===== config.mk =====
export PLATFORM = sky130hd
export DESIGN_NAME = rv_soc_ahb2apb_bridge
export DESIGN_NICKNAME = d
export VERILOG_FILES = /design/src/rtl/rv_soc_ahb2apb_pkg.sv /design/src/rtl/rv_soc_ahb2apb_bridge.sv
export SDC_FILE = /design/constraint.sdc
export NUM_CORES = 1
export LEC_CHECK = 0
export ABC_AREA = 1
export BUFFER_PORTS_ARGS = -buffer_cell sky130_fd_sc_hd__buf_2
export CAP_MARGIN = 10
export CORE_ASPECT_RATIO = 1.5
export CORE_UTILIZATION = 39
export DETAILED_ROUTE_END_ITERATION = 12
export PLACE_DENSITY = 0.77
export REMOVE_ABC_BUFFERS = 1
export SLEW_MARGIN = 20
export SYNTH_ARGS = -nofsm -noshare
export SYNTH_HDL_FRONTEND = slang
export SYNTH_SLANG_ARGS = --single-unit

===== constraint.sdc =====
create_clock -name HCLK -period 1.36 [get_ports HCLK]
set_clock_uncertainty 0.15 [all_clocks]
set_input_delay 0.136 -clock HCLK [delete_from_list [all_inputs] [get_ports HCLK]]
set_output_delay 0.136 -clock HCLK [all_outputs]
set_load 0.1 [all_outputs]

===== src/rtl/rv_soc_ahb2apb_pkg.sv =====
// Shared encodings, FSM state type and request-decode helpers for the
// AHB3-Lite to APB4 bridge.
package rv_soc_ahb2apb_pkg;

  localparam logic [1:0] HTRANS_IDLE   = 2'b00;
  localparam logic [1:0] HTRANS_BUSY   = 2'b01;
  localparam logic [1:0] HTRANS_NONSEQ = 2'b10;
  localparam logic [1:0] HTRANS_SEQ    = 2'b11;

  localparam logic [2:0] HSIZE_BYTE = 3'b000;
  localparam logic [2:0] HSIZE_HALF = 3'b001;
  localparam logic [2:0] HSIZE_WORD = 3'b010;

  typedef enum logic [2:0] {
    ST_IDLE   = 3'd0,
    ST_WLATCH = 3'd1,
    ST_SETUP  = 3'd2,
    ST_ACCESS = 3'd3,
    ST_ERR1   = 3'd4,
    ST_ERR2   = 3'd5
  } state_e;

  // Byte lanes touched by a write of the given size at the given offset.
  function automatic logic [3:0] gen_pstrb(input logic [2:0] hsize, input logic [1:0] addr);
    logic [3:0] strb;
    case (hsize)
      HSIZE_BYTE: strb = 4'b0001 << addr;
      HSIZE_HALF: strb = 4'b0011 << addr;
      HSIZE_WORD: strb = 4'b1111;
      default:    strb = 4'b0000;
    endcase
    return strb;
  endfunction

  // Oversized or misaligned requests never reach the APB side.
  function automatic logic is_illegal(input logic [2:0] hsize, input logic [1:0] addr);
    logic bad;
    case (hsize)
      HSIZE_BYTE: bad = 1'b0;
      HSIZE_HALF: bad = addr[0];
      HSIZE_WORD: bad = |addr;
      default:    bad = 1'b1;
    endcase
    return bad;
  endfunction

endpackage


===== src/rtl/rv_soc_ahb2apb_bridge.sv =====
// AHB3-Lite slave to APB4 master bridge. One AHB transfer at a time is turned
// into an APB SETUP/ACCESS pair; APB errors, illegal requests and PREADY
// timeouts come back as two-cycle AHB ERROR responses.
module rv_soc_ahb2apb_bridge
  import rv_soc_ahb2apb_pkg::*;
#(
  parameter int HADDR_SIZE = 32,
  parameter int HDATA_SIZE = 32,
  parameter int PADDR_SIZE = 8,
  parameter int PDATA_SIZE = 32,
  parameter int TIMEOUT    = 0
) (
  input  logic                    HRESETn,
  input  logic                    HCLK,
  input  logic                    HSEL,
  input  logic [1:0]              HTRANS,
  input  logic [HADDR_SIZE-1:0]   HADDR,
  input  logic [2:0]              HSIZE,
  input  logic [2:0]              HBURST,
  input  logic [3:0]              HPROT,
  input  logic                    HWRITE,
  input  logic                    HMASTLOCK,
  input  logic                    HREADY,
  input  logic [HDATA_SIZE-1:0]   HWDATA,
  output logic [HDATA_SIZE-1:0]   HRDATA,
  output logic                    HREADYOUT,
  output logic                    HRESP,
  output logic                    PSEL,
  output logic                    PENABLE,
  output logic [2:0]              PPROT,
  output logic                    PWRITE,
  output logic [PDATA_SIZE/8-1:0] PSTRB,
  output logic [PADDR_SIZE-1:0]   PADDR,
  output logic [PDATA_SIZE-1:0]   PWDATA,
  input  logic [PDATA_SIZE-1:0]   PRDATA,
  input  logic                    PREADY,
  input  logic                    PSLVERR
);

  state_e                    state_q, state_d;
  logic                      psel_q, penable_q, hreadyout_q, hresp_q;
  logic [PADDR_SIZE-1:0]     paddr_q;
  logic                      pwrite_q;
  logic [2:0]                pprot_q;
  logic [PDATA_SIZE/8-1:0]   pstrb_q;
  logic [PDATA_SIZE-1:0]     pwdata_q;
  logic [HDATA_SIZE-1:0]     hrdata_q;
  logic                      trans_active;
  logic                      take;
  logic                      tmo_hit;

  // Burst type, lock, cacheability bits and upper address bits carry no
  // meaning on the APB side.
  logic unused_inputs;
  assign unused_inputs = ^{HBURST, HMASTLOCK, HPROT[3:2], HADDR[HADDR_SIZE-1:PADDR_SIZE]};

  // Only NONSEQ/SEQ beats request work; every beat is handled independently.
  always_comb begin
    trans_active = 1'b0;
    case (HTRANS)
      HTRANS_NONSEQ, HTRANS_SEQ: trans_active = 1'b1;
      HTRANS_IDLE, HTRANS_BUSY:  trans_active = 1'b0;
    endcase
  end

  assign take = HSEL & HREADY & trans_active &
                ((state_q == ST_IDLE) || (state_q == ST_ERR2));

  // Next-state decode; ERR2 accepts a new request exactly like IDLE.
  always_comb begin
    state_d = state_q;
    case (state_q)
      ST_IDLE, ST_ERR2: begin
        if (!take)                                state_d = ST_IDLE;
        else if (is_illegal(HSIZE, HADDR[1:0]))   state_d = ST_ERR1;
        else if (HWRITE)                          state_d = ST_WLATCH;
        else                                      state_d = ST_SETUP;
      end
      ST_WLATCH: state_d = ST_SETUP;
      ST_SETUP:  state_d = ST_ACCESS;
      ST_ACCESS: begin
        if (PREADY)       state_d = PSLVERR ? ST_ERR1 : ST_IDLE;
        else if (tmo_hit) state_d = ST_ERR1;
      end
      ST_ERR1:   state_d = ST_ERR2;
      default:   state_d = ST_IDLE;
    endcase
  end

  // State plus bus handshake outputs, registered from the next state so they
  // change glitch-free on the clock edge.
  always_ff @(posedge HCLK or negedge HRESETn) begin
    if (!HRESETn) begin
      state_q     <= ST_IDLE;
      psel_q      <= 1'b0;
      penable_q   <= 1'b0;
      hreadyout_q <= 1'b1;
      hresp_q     <= 1'b0;
    end else begin
      state_q     <= state_d;
      psel_q      <= (state_d == ST_SETUP) || (state_d == ST_ACCESS);
      penable_q   <= (state_d == ST_ACCESS);
      hreadyout_q <= (state_d == ST_IDLE) || (state_d == ST_ERR2);
      hresp_q     <= (state_d == ST_ERR1) || (state_d == ST_ERR2);
    end
  end

  // Capture the address phase at accept; held until the next accept.
  always_ff @(posedge HCLK or negedge HRESETn) begin
    if (!HRESETn) begin
      paddr_q  <= '0;
      pwrite_q <= 1'b0;
      pprot_q  <= '0;
      pstrb_q  <= '0;
    end else if (take) begin
      paddr_q  <= HADDR[PADDR_SIZE-1:0];
      pwrite_q <= HWRITE;
      pprot_q  <= {~HPROT[0], 1'b0, HPROT[1]};
      pstrb_q  <= HWRITE ? gen_pstrb(HSIZE, HADDR[1:0]) : '0;
    end
  end

  // Write data arrives in the AHB data phase, which is the WLATCH cycle.
  always_ff @(posedge HCLK or negedge HRESETn) begin
    if (!HRESETn)                  pwdata_q <= '0;
    else if (state_q == ST_WLATCH) pwdata_q <= HWDATA;
  end

  // Read data updates only on a successful read completion, otherwise holds.
  always_ff @(posedge HCLK or negedge HRESETn) begin
    if (!HRESETn)
      hrdata_q <= '0;
    else if ((state_q == ST_ACCESS) && PREADY && !PSLVERR && !pwrite_q)
      hrdata_q <= PRDATA;
  end

  generate
    if (TIMEOUT > 0) begin : g_tmo
      localparam int CNT_W = $clog2(TIMEOUT + 1);
      logic [CNT_W-1:0] tmo_cnt_q;

      // Counts stalled ACCESS cycles; saturates rather than wrapping.
      always_ff @(posedge HCLK or negedge HRESETn) begin
        if (!HRESETn)
          tmo_cnt_q <= '0;
        else if (state_q == ST_SETUP)
          tmo_cnt_q <= '0;
        else if ((state_q == ST_ACCESS) && !PREADY && (tmo_cnt_q != CNT_W'(TIMEOUT)))
          tmo_cnt_q <= tmo_cnt_q + 1'b1;
      end

      // Fires in the stalled cycle that brings the count up to TIMEOUT.
      assign tmo_hit = (state_q == ST_ACCESS) && !PREADY &&
                       (tmo_cnt_q == CNT_W'(TIMEOUT - 1));
    end else begin : g_no_tmo
      assign tmo_hit = 1'b0;
    end
  endgenerate

  assign HRDATA    = hrdata_q;
  assign HREADYOUT = hreadyout_q;
  assign HRESP     = hresp_q;
  assign PSEL      = psel_q;
  assign PENABLE   = penable_q;
  assign PPROT     = pprot_q;
  assign PWRITE    = pwrite_q;
  assign PSTRB     = pstrb_q;
  assign PADDR     = paddr_q;
  assign PWDATA    = pwdata_q;

endmodule


# Word level (Yosys, flattened, before mapping)
# Cells that the tools add are included.
[totals]
wordCells = 60
in_bits = 116
ff_bits = 86
output_inout_bits = 84
[classes]
n_shift = 2
n_eq_ne = 14
muxes = 12
n_bitwise = 4
reduce_logical = 17
[ops]
columns = ["op", "count"]
rows = [
  ["== test 3 x 2 -> 1 bit, second input constant", 5],
  ["case mux 3 bit (5 select lines)", 1],
  ["== test 3 bit, second input constant", 4],
  ["2-to-1 mux 3 bit", 4],
  ["case mux 4 bit (3 select lines)", 1],
  ["zero test 3 bit", 3],
  ["OR reduction 2 bit", 4],
  ["== test 3 x 1 -> 1 bit, second input constant", 2],
  ["== test 2 bit, second input constant", 2],
  ["logical OR 1 bit", 4],
  ["2-to-1 mux 4 bit", 1],
  ["left shift 1 x 2 -> 4 bit, first input constant", 1],
  ["left shift 2 x 2 -> 4 bit, first input constant", 1],
  ["bitwise AND 1 bit", 3],
  ["logical AND 1 bit", 3],
  ["case mux 1 bit (3 select lines)", 1],
  ["== test 2 x 1 -> 1 bit, second input constant", 1],
  ["zero test 1 bit", 2],
  ["zero test 2 bit", 1],
  ["2-to-1 mux 1 bit", 2],
  ["2-to-1 mux 2 bit", 1],
  ["case mux 1 bit (2 select lines)", 1],
  ["NOT 1 bit", 1],
]

# Depth between registers and ports, before layout
# Gate-level depths: netlist (run 1).
[logic_depth]
depth_word = 12
depth_mapped = 8
depth_no_buf = 8

# Worst setup path before layout (run 1)
# OpenSTA, ideal clock, no wires.
[synth_timing]
path_type = "register to register"
startpoint = "register pwrite_q, in the netlist PWRITE"
endpoint = "register hrdata_q[10], in the netlist HRDATA[10]"
setup_ns = 0.125
required_ns = 1.085
stages_incl_launch_ff = 5
n_path_buf = 1
synth_period_minus_slack_ns = 1.939
slack_ns = -0.579
t_arrival_ns = 1.663
cell_sequence = "dfrtp_1 > nor2_1 > nand2_2 > buf_6 > mux2_4"
[synth_via]
elab_chain_cells = 2
[synth_lines]
columns = ["item", "line", "text"]
rows = [
  ["start, declared", "rv_soc_ahb2apb_bridge.sv:43", "logic pwrite_q;"],
  ["start signal, assigned", "rv_soc_ahb2apb_bridge.sv:112", "pwrite_q <= 1'b0;"],
  ["start signal, assigned", "rv_soc_ahb2apb_bridge.sv:117", "pwrite_q <= HWRITE;"],
  ["zero test 1 bit", "rv_soc_ahb2apb_bridge.sv:133", "else if ((state_q == ST_ACCESS) && PREADY && !PSLVERR && !pwrite_q)"],
  ["logical AND 1 bit", "rv_soc_ahb2apb_bridge.sv:133", ""],
  ["end signal, assigned", "rv_soc_ahb2apb_bridge.sv:132", "hrdata_q <= '0;"],
  ["end signal, assigned", "rv_soc_ahb2apb_bridge.sv:134", "hrdata_q <= PRDATA;"],
  ["end, declared", "rv_soc_ahb2apb_bridge.sv:47", "logic [HDATA_SIZE-1:0] hrdata_q;"],
]
# No other way between the ends.
# A chain may end at the register's enable or synchronous reset.

# Worst setup path in the final report (run 1)
[layout_timing]
startpoint = "register state_q[2]"
endpoint = "register hrdata_q[13], in the netlist HRDATA[13]"
[layout_via]
elab_chain_cells = 4
[layout_lines]
columns = ["item", "line", "text"]
rows = [
  ["start, declared", "rv_soc_ahb2apb_bridge.sv:40", "state_e state_q, state_d;"],
  ["start signal, assigned", "rv_soc_ahb2apb_bridge.sv:100", "state_q <= state_d;"],
  ["== test 3 x 2 -> 1 bit", "rv_soc_ahb2apb_bridge.sv:133", ""],
  ["logical AND 1 bit (3 in a row)", "rv_soc_ahb2apb_bridge.sv:133", ""],
]
# No other way between the ends.

==> results of run 1 <==
critical path, stage by stage (launching register included):
cell and delay (ns):
dfrtp_1 0.41, nor3_4 0.24, nand2_4 0.14, clkbuf_16 0.20
mux2_4 0.30
logic make-up after synthesis:
logic type                after synthesis  share of synthesized area, %
xor gates and xnor gates                1                         0.254
DFF                                    86                          62.4
muxes                                  64                          24.1
buffers and inverters                  22                          3.30
other                                   1                         0.109
AOI/OAI and AO/OA                      15                          2.43
and+or+nand+nor                        61                          7.43
worst min path at each step:
| stage | startpoint | endpoint | slack, ns | cells past startpoint |
|---|---|---|---|---|
| final | HSIZE[2] | PSTRB[2] | 0.01 | 4 |
| after CTS | PSLVERR | HRESP | 0.008 | 5 |
| after floorplan | HRESETn | HRDATA[0] | -0.31 | 0 |
| after global routing | PSLVERR | HRESP | 0.05 | 5 |
| after global placement | HRESETn | PWDATA[16] | -0.02 | 2 |
| after detailed placement | HRESETn | PWDATA[12] | -0.008 | 2 |
routing by layer:
layer | track usage [%] | vias up
met5 | 0 | -
met4 | 12.5 | 0
met3 | 5.81 | 29
met2 | 45.1 | 116
met1 | 22.2 | 1448
li1 | - | 1382
area by class of cell:
| class | instances | area [um^2] | share of cell area [%] |
|---|---|---|---|
| Inverter | 14 | 57.6 | 0.855 |
| Clock buffer | 12 | 246 | 3.66 |
| Timing Repair Buffer | 271 | 2860 | 42.4 |
| Multi-Input combinational cell | 142 | 1260 | 18.7 |
| Sequential cell | 86 | 2150 | 32.0 |
| Tap cell | 107 | 134 | 1.99 |
| Clock inverter | 4 | 22.5 | 0.334 |
state kept, by name, summed over array words and instances (netlist names):
register / count
PPROT: 2
PSEL: 1
HRESP: 1
PENABLE: 1
HREADYOUT: 1
PWDATA: 32
HRDATA: 32
PSTRB: 4
PWRITE: 1
state_q: 3
PADDR: 8
cells in the mapped netlist:
cell	instances
a21oi_1	5
a21oi_2	1
buf_2	4
buf_4	1
buf_6	3
conb_1	1
dfrtp_1	85
dfstp_2	1
inv_1	13
inv_2	1
mux2_2	34
mux2_4	30
nand2_1	40
nand2_2	2
nand3_1	7
nand3b_1	1
nand4_1	1
nor2_1	8
nor3_1	1
nor3_2	1
o211a_1	1
o21ai_0	4
o21ai_1	4
xnor2_1	1
metrics by stage:
stage / hold slack [ns] / worst slack (ns) / util, %
after global placement: -0.0171 / -0.151 / 63.5
after detailed placement: -0.00829 / -0.183 / 63.5
after global routing: 0.0468 / -0.254 / 79.1
after floorplan: -0.310 / -1.00 / -
final: 0.0143 / -0.195 / 79.1
after CTS: 0.00818 / -0.196 / 77.3
repair_timing:
item                                    in CTS  in global routing
endpoints found under the setup margin     113                 85
gates resized for setup                     44                 10
buffers inserted                             0                  1
hold buffers                                77                  0
hold endpoints to repair                   162                  0
pin swaps                                    0                  5
gates cloned                                 0                  5
==> impl_results.md, run 1 <==
- Layout cells sized above 1: 54.8%
- Final Max Slew Viols: 0
- Drt first pass iters: 4
- Area leader, netlist: dfrtp_1
- Starting Density: 40.6%
- CP endpoint kind: register
- Clk slew on worst S/H paths: 0.06 ns
- RSZ-0062 raised after global routing: true
- Most frequent cells in the layout: 85 x dfrtp_1, 83 x buf_2, 77 x dlygate4sd3_1
- Drt drc: 0
- RePlAce Congestion: 0.764
- H-tree Lvls: 3
- CP Capture Point: HRDATA[13]
- Seq/Total Area, Yosys: 62.4%
- CTS root buffer: clkbuf_16
- Reg2reg start: state_q[2]
- Met2 wire length: 6560 um
- Flops & latches, synth: 86
- Final setup fails: 85
- Post-synthesis average cell area: 13.8 um^2
- Die W: 78.8 um
- CP Launch Type: register
- I/O pin count: 200
- Dpl cells: 537
- CTS tree: yes
- Distinct cells, synth: 24
- DP Wirelength: 6620 um
- Max frequency: 643 MHz
- Final Cycle Share: 114%
- Initial antenna violation count: 0
- Drt wl/cell: 17.7 um
- Total grt overflow: 0
- Mapped Cells: 250
- Minimum clock period: 1.55 ns
- Max cap viols: 0
- Port Buf Inserts: 167
- R2r endpoint: HRDATA[13]
- Synthesized cell area: 3450 um^2
- WP data arrival: 1.62 ns
- Clk Latency, worst-skew pair: 0.32 ns
- Max clock buf depth: 2
- Failing checks: negative setup slack
- Worst Path Max Fanout: 8
- Diode count: 0
- Status: finished, violations left
- M1 WL: 3660 um
- All-Layer GR Usage: 23.2%
- CTS Buf Count: 9
- Crit Path Class: reg -> reg
- Final Instance Area: 6740 um^2
- Synth-to-layout area growth: 95.0%
- Top-area cell type share of the netlist area: 61.6%
- # nets final: 640
- Top cells by area, synth: dfrtp_1 62%, mux2_4 13%, mux2_2 11%
- Critical Path RT: 1.43 ns
- Number of global-route vias before repair: 3256
- ANT nets after route: 0
- DR top layer: met4
- Final hold vios: 0
- Die Ht: 117 um
- CTS Sinks: 86
- Vias: 2975
- Row cnt: 41
- First-pass GRT wire length: 15900 um
- Via/cell ratio: 4.68
- Setup crit start: state_q[2]
- Number of DRC markers in iteration 0: 107
- Final worst slack: -0.195 ns
- Pin count of the biggest net entering global routing: 46
- Most common cell after layout, fill and taps aside: dfrtp_1
- Die area: 9240 um^2
- Min-Delay Path Class: in -> reg
- Core box area: 8520 um^2
- Metal3 WL: 556 um
- Fin Setup TNS: -12.19 ns
- Synth warn: 0
- Reg2reg path depth: 4
- R2r setup slk: -0.19 ns
- Drt total wl: 11300 um
- Non-Filler Instances: 636
- Placed cell area: 5410 um^2
- Filler cells: 468
Power of run 1 is left out: the tool's default activity adds up to more than one toggle a clock period on the data nets, which glitch-free logic cannot reach.
==> run 2, diff against run 1 <==
ABC_AREA = default   (was 1)
CORE_UTILIZATION = 40   (was 39)
MAX_ROUTING_LAYER = met4   (was default)
PLACE_DENSITY = 0.78   (was 0.77)
==> impl_results.md, run 2 <==
- Crit-path cells: nand2b_4 -> or4_4 -> buf_12 -> mux2_4
- CTS Buf Count: 9 (unchanged)
- CP max stage delay: 0.50 ns (+0.09 ns)
- Core box area: 8570 um^2 (+0.60%)
- RSZ-0062 raised after global routing: true
- CTS tree: yes
- I/O pin count: 200 (unchanged)
- Dominant synthesized flop cell: dfrtp_1
- All-Layer GR Usage: 24.6% (+1.3 points)
- Most frequent cells after synthesis: 85 x dfrtp_1, 43 x mux2_2, 30 x mux2_4
- Port Buf Inserts: 167 (unchanged)
- Final Cycle Share: 136% (+21 points)
- Max stage delay cell, worst path: or4_4
- Area leader, netlist: dfrtp_1
- CP Launch Type: register
- Status: finished, violations left
- Pin count of the biggest net entering global routing: 87 (+89%)
- Synth warn: 0 (unchanged)
- Final Instance Area: 6700 um^2 (-0.48%)
- Die W: 79.3 um (+0.57%)
- DP Wirelength: 5980 um (-9.6%)
- R2r endpoint: HRDATA[19]
- Max cap viols: 0 (unchanged)
- Drt wl/cell: 17.8 um (+0.39%)
- H-tree Lvls: 3 (unchanged)
- Min-Delay Path Class: in -> reg
- Minimum clock period: 1.84 ns (+0.289 ns)
- First-pass GRT wire length: 16700 um (+5.0%)
- Reg2reg path depth: 4 (unchanged)
- Filler cells: 476 (+1.7%)
- Starting Density: 41.8% (+1.3 points)
- Most common cell in the netlist: dfrtp_1
- Final worst slack: -0.484 ns (-0.289 ns)
- Synth-to-layout area growth: 87.0%
- Vias: 2944 (-1.0%)
- Max clock buf depth: 2 (unchanged)
- Stages on worst setup path: 4 (unchanged)
- GRT met1 Usage: 25.3% (+3.1 points)
- Final Max Slew Viols: 0 (unchanged)
- CTS root buffer: clkbuf_16
- WP data arrival: 1.90 ns (+0.28 ns)
- ANT nets after route: 0 (unchanged)
- Sequential standard cell area: 2150 um^2 (unchanged)
- Worst path buffer plus inverter count: 1 (unchanged)
- Worst Path Max Fanout: 25 (+17)
- Gr busiest metal: met2
- Drt total wl: 10700 um (-4.7%)
- Top cells by area, synth: dfrtp_1 59%, mux2_2 14%, mux2_4 13%
- Initial antenna violation count: 1 (+1)
- Multi-input gate area: 1390 um^2 (+10%)
- Delay-heaviest family, CP: simple AND/OR/NAND/NOR gates
- Top-area cell type share of the netlist area: 59.4% (-2.2 points)
- Failing checks: negative setup slack
- Max frequency: 542 MHz (-16%)
- Placed cell area: 5310 um^2 (-1.9%)
- Setup crit start: state_q[2]
- GRT met3 Usage: 4.65% (-1.2 points)
- Layout cells sized above 1: 58.9% (+4.1 points)
- Synthesized cell area: 3580 um^2 (+3.8%)
- Via/cell ratio: 4.87 (+4.2%)
- Drt first pass iters: 4 (unchanged)
- Distinct cells, synth: 33 (+38%)
- Clk Latency, worst-skew pair: 0.33 ns (about the same)
- Post-synthesis average cell area: 15.9 um^2 (+15%)
- Row cnt: 41 (unchanged)
- Seq/Total Area, Yosys: 60.1% (-2.3 points)
- Final setup fails: 85 (unchanged)
- Crit Path Class: reg -> reg
- Total grt overflow: 0 (unchanged)
- Flops & latches, synth: 86 (unchanged)
- Critical Path RT: 1.42 ns (about the same)
- Number of DRC markers in iteration 0: 113 (+5.6%)
- FFs w/ async S/R, synth: 100% (unchanged)
- Reg2reg start: state_q[2]
- CTS Sinks: 86 (unchanged)
- CP endpoint kind: register
- CP Capture Point: HRDATA[19]
- Number of global-route vias before repair: 3297 (+1.3%)
- Mapped Cells: 226 (-9.6%)
- Die Ht: 118 um (+0.58%)
- Met2 usage: 44.1% (-0.97 points)
- Most common cell after layout, fill and taps aside: dfrtp_1
- Most frequent cells in the layout: 85 x dfrtp_1, 83 x buf_2, 78 x dlygate4sd3_1
- Drt drc: 0 (unchanged)
- Clk slew on worst S/H paths: 0.06 ns (about the same)
- Final hold vios: 0 (unchanged)
- RePlAce Congestion: 0.790 (+3.3%)
- R2r setup slk: -0.48 ns (-0.29 ns)
- EDFF count, synth: 0 (unchanged)
- Die area: 9350 um^2 (+1.1%)
- # nets final: 607 (-5.2%)
## run 2: worst min path at each step
stage	start	to	cells after the start
CTS	HADDR[1]	PADDR[1]	3
detailed placement	HRESETn	HRDATA[26]	2
floorplan	HRESETn	HRDATA[0]	0
global placement	HRESETn	HRDATA[26]	2
finish	HADDR[1]	PADDR[1]	3
global route	HADDR[1]	PADDR[1]	3
## run 2: cell families after synthesis
group	count (synthesis)	synth area share, %
buffers and inverters	15	4.02
and+or+nand+nor	22	4.15
xor gates and xnor gates	2	0.489
muxes	73	26.1
other	1	0.105
AOI/OAI and AO/OA	27	5.06
DFF	86	60.1
## run 2: worst min-delay path: stages
cell	delay [ns]
buf_2	0.10
buf_4	0.13
mux2_2	0.14
## run 2: cell type report
class | count | area share [%]
clock inverters | 5 | 1.21
inverters | 2 | 0.112
multi-input cells | 128 | 20.8
clock buffers | 11 | 3.77
diodes | 1 | 0.0373
repair buffers | 264 | 40.0
well taps | 107 | 2.00
flip-flops and latches | 86 | 32.1
## run 2: through the flow
stage | setup WS (ns) | std cells | TNS [ns] | util (%) | hold slack [ns]
after floorplan | -2.27 | 213 | -108.45 | - | -0.310
after CTS | -0.471 | 603 | -30.96 | 77.9 | 0.0365
final | -0.484 | 604 | -32.15 | 78.2 | 0.0655
after global placement | -0.418 | 502 | -30.69 | 62.0 | 0.0502
after global routing | -0.514 | 604 | -36.05 | 78.2 | 0.0673
after detailed placement | -0.466 | 502 | -32.80 | 62.0 | 0.0652
## run 2: timing repair
item	CTS	global route
setup buffers	2	0
cloned	5	0
pin swaps	2	3
setup endpoints to repair	119	85
hold endpoints to repair	165	0
gates resized for setup	49	10
hold buffers	78	0
## run 2: layer usage
metal  wire length [um]  vias up
met5                  0        -
met4                357        0
met3                538       28
met2               6000      146
met1               3840     1435
li1                   -     1335
Power of run 2 is left out for the same reason.
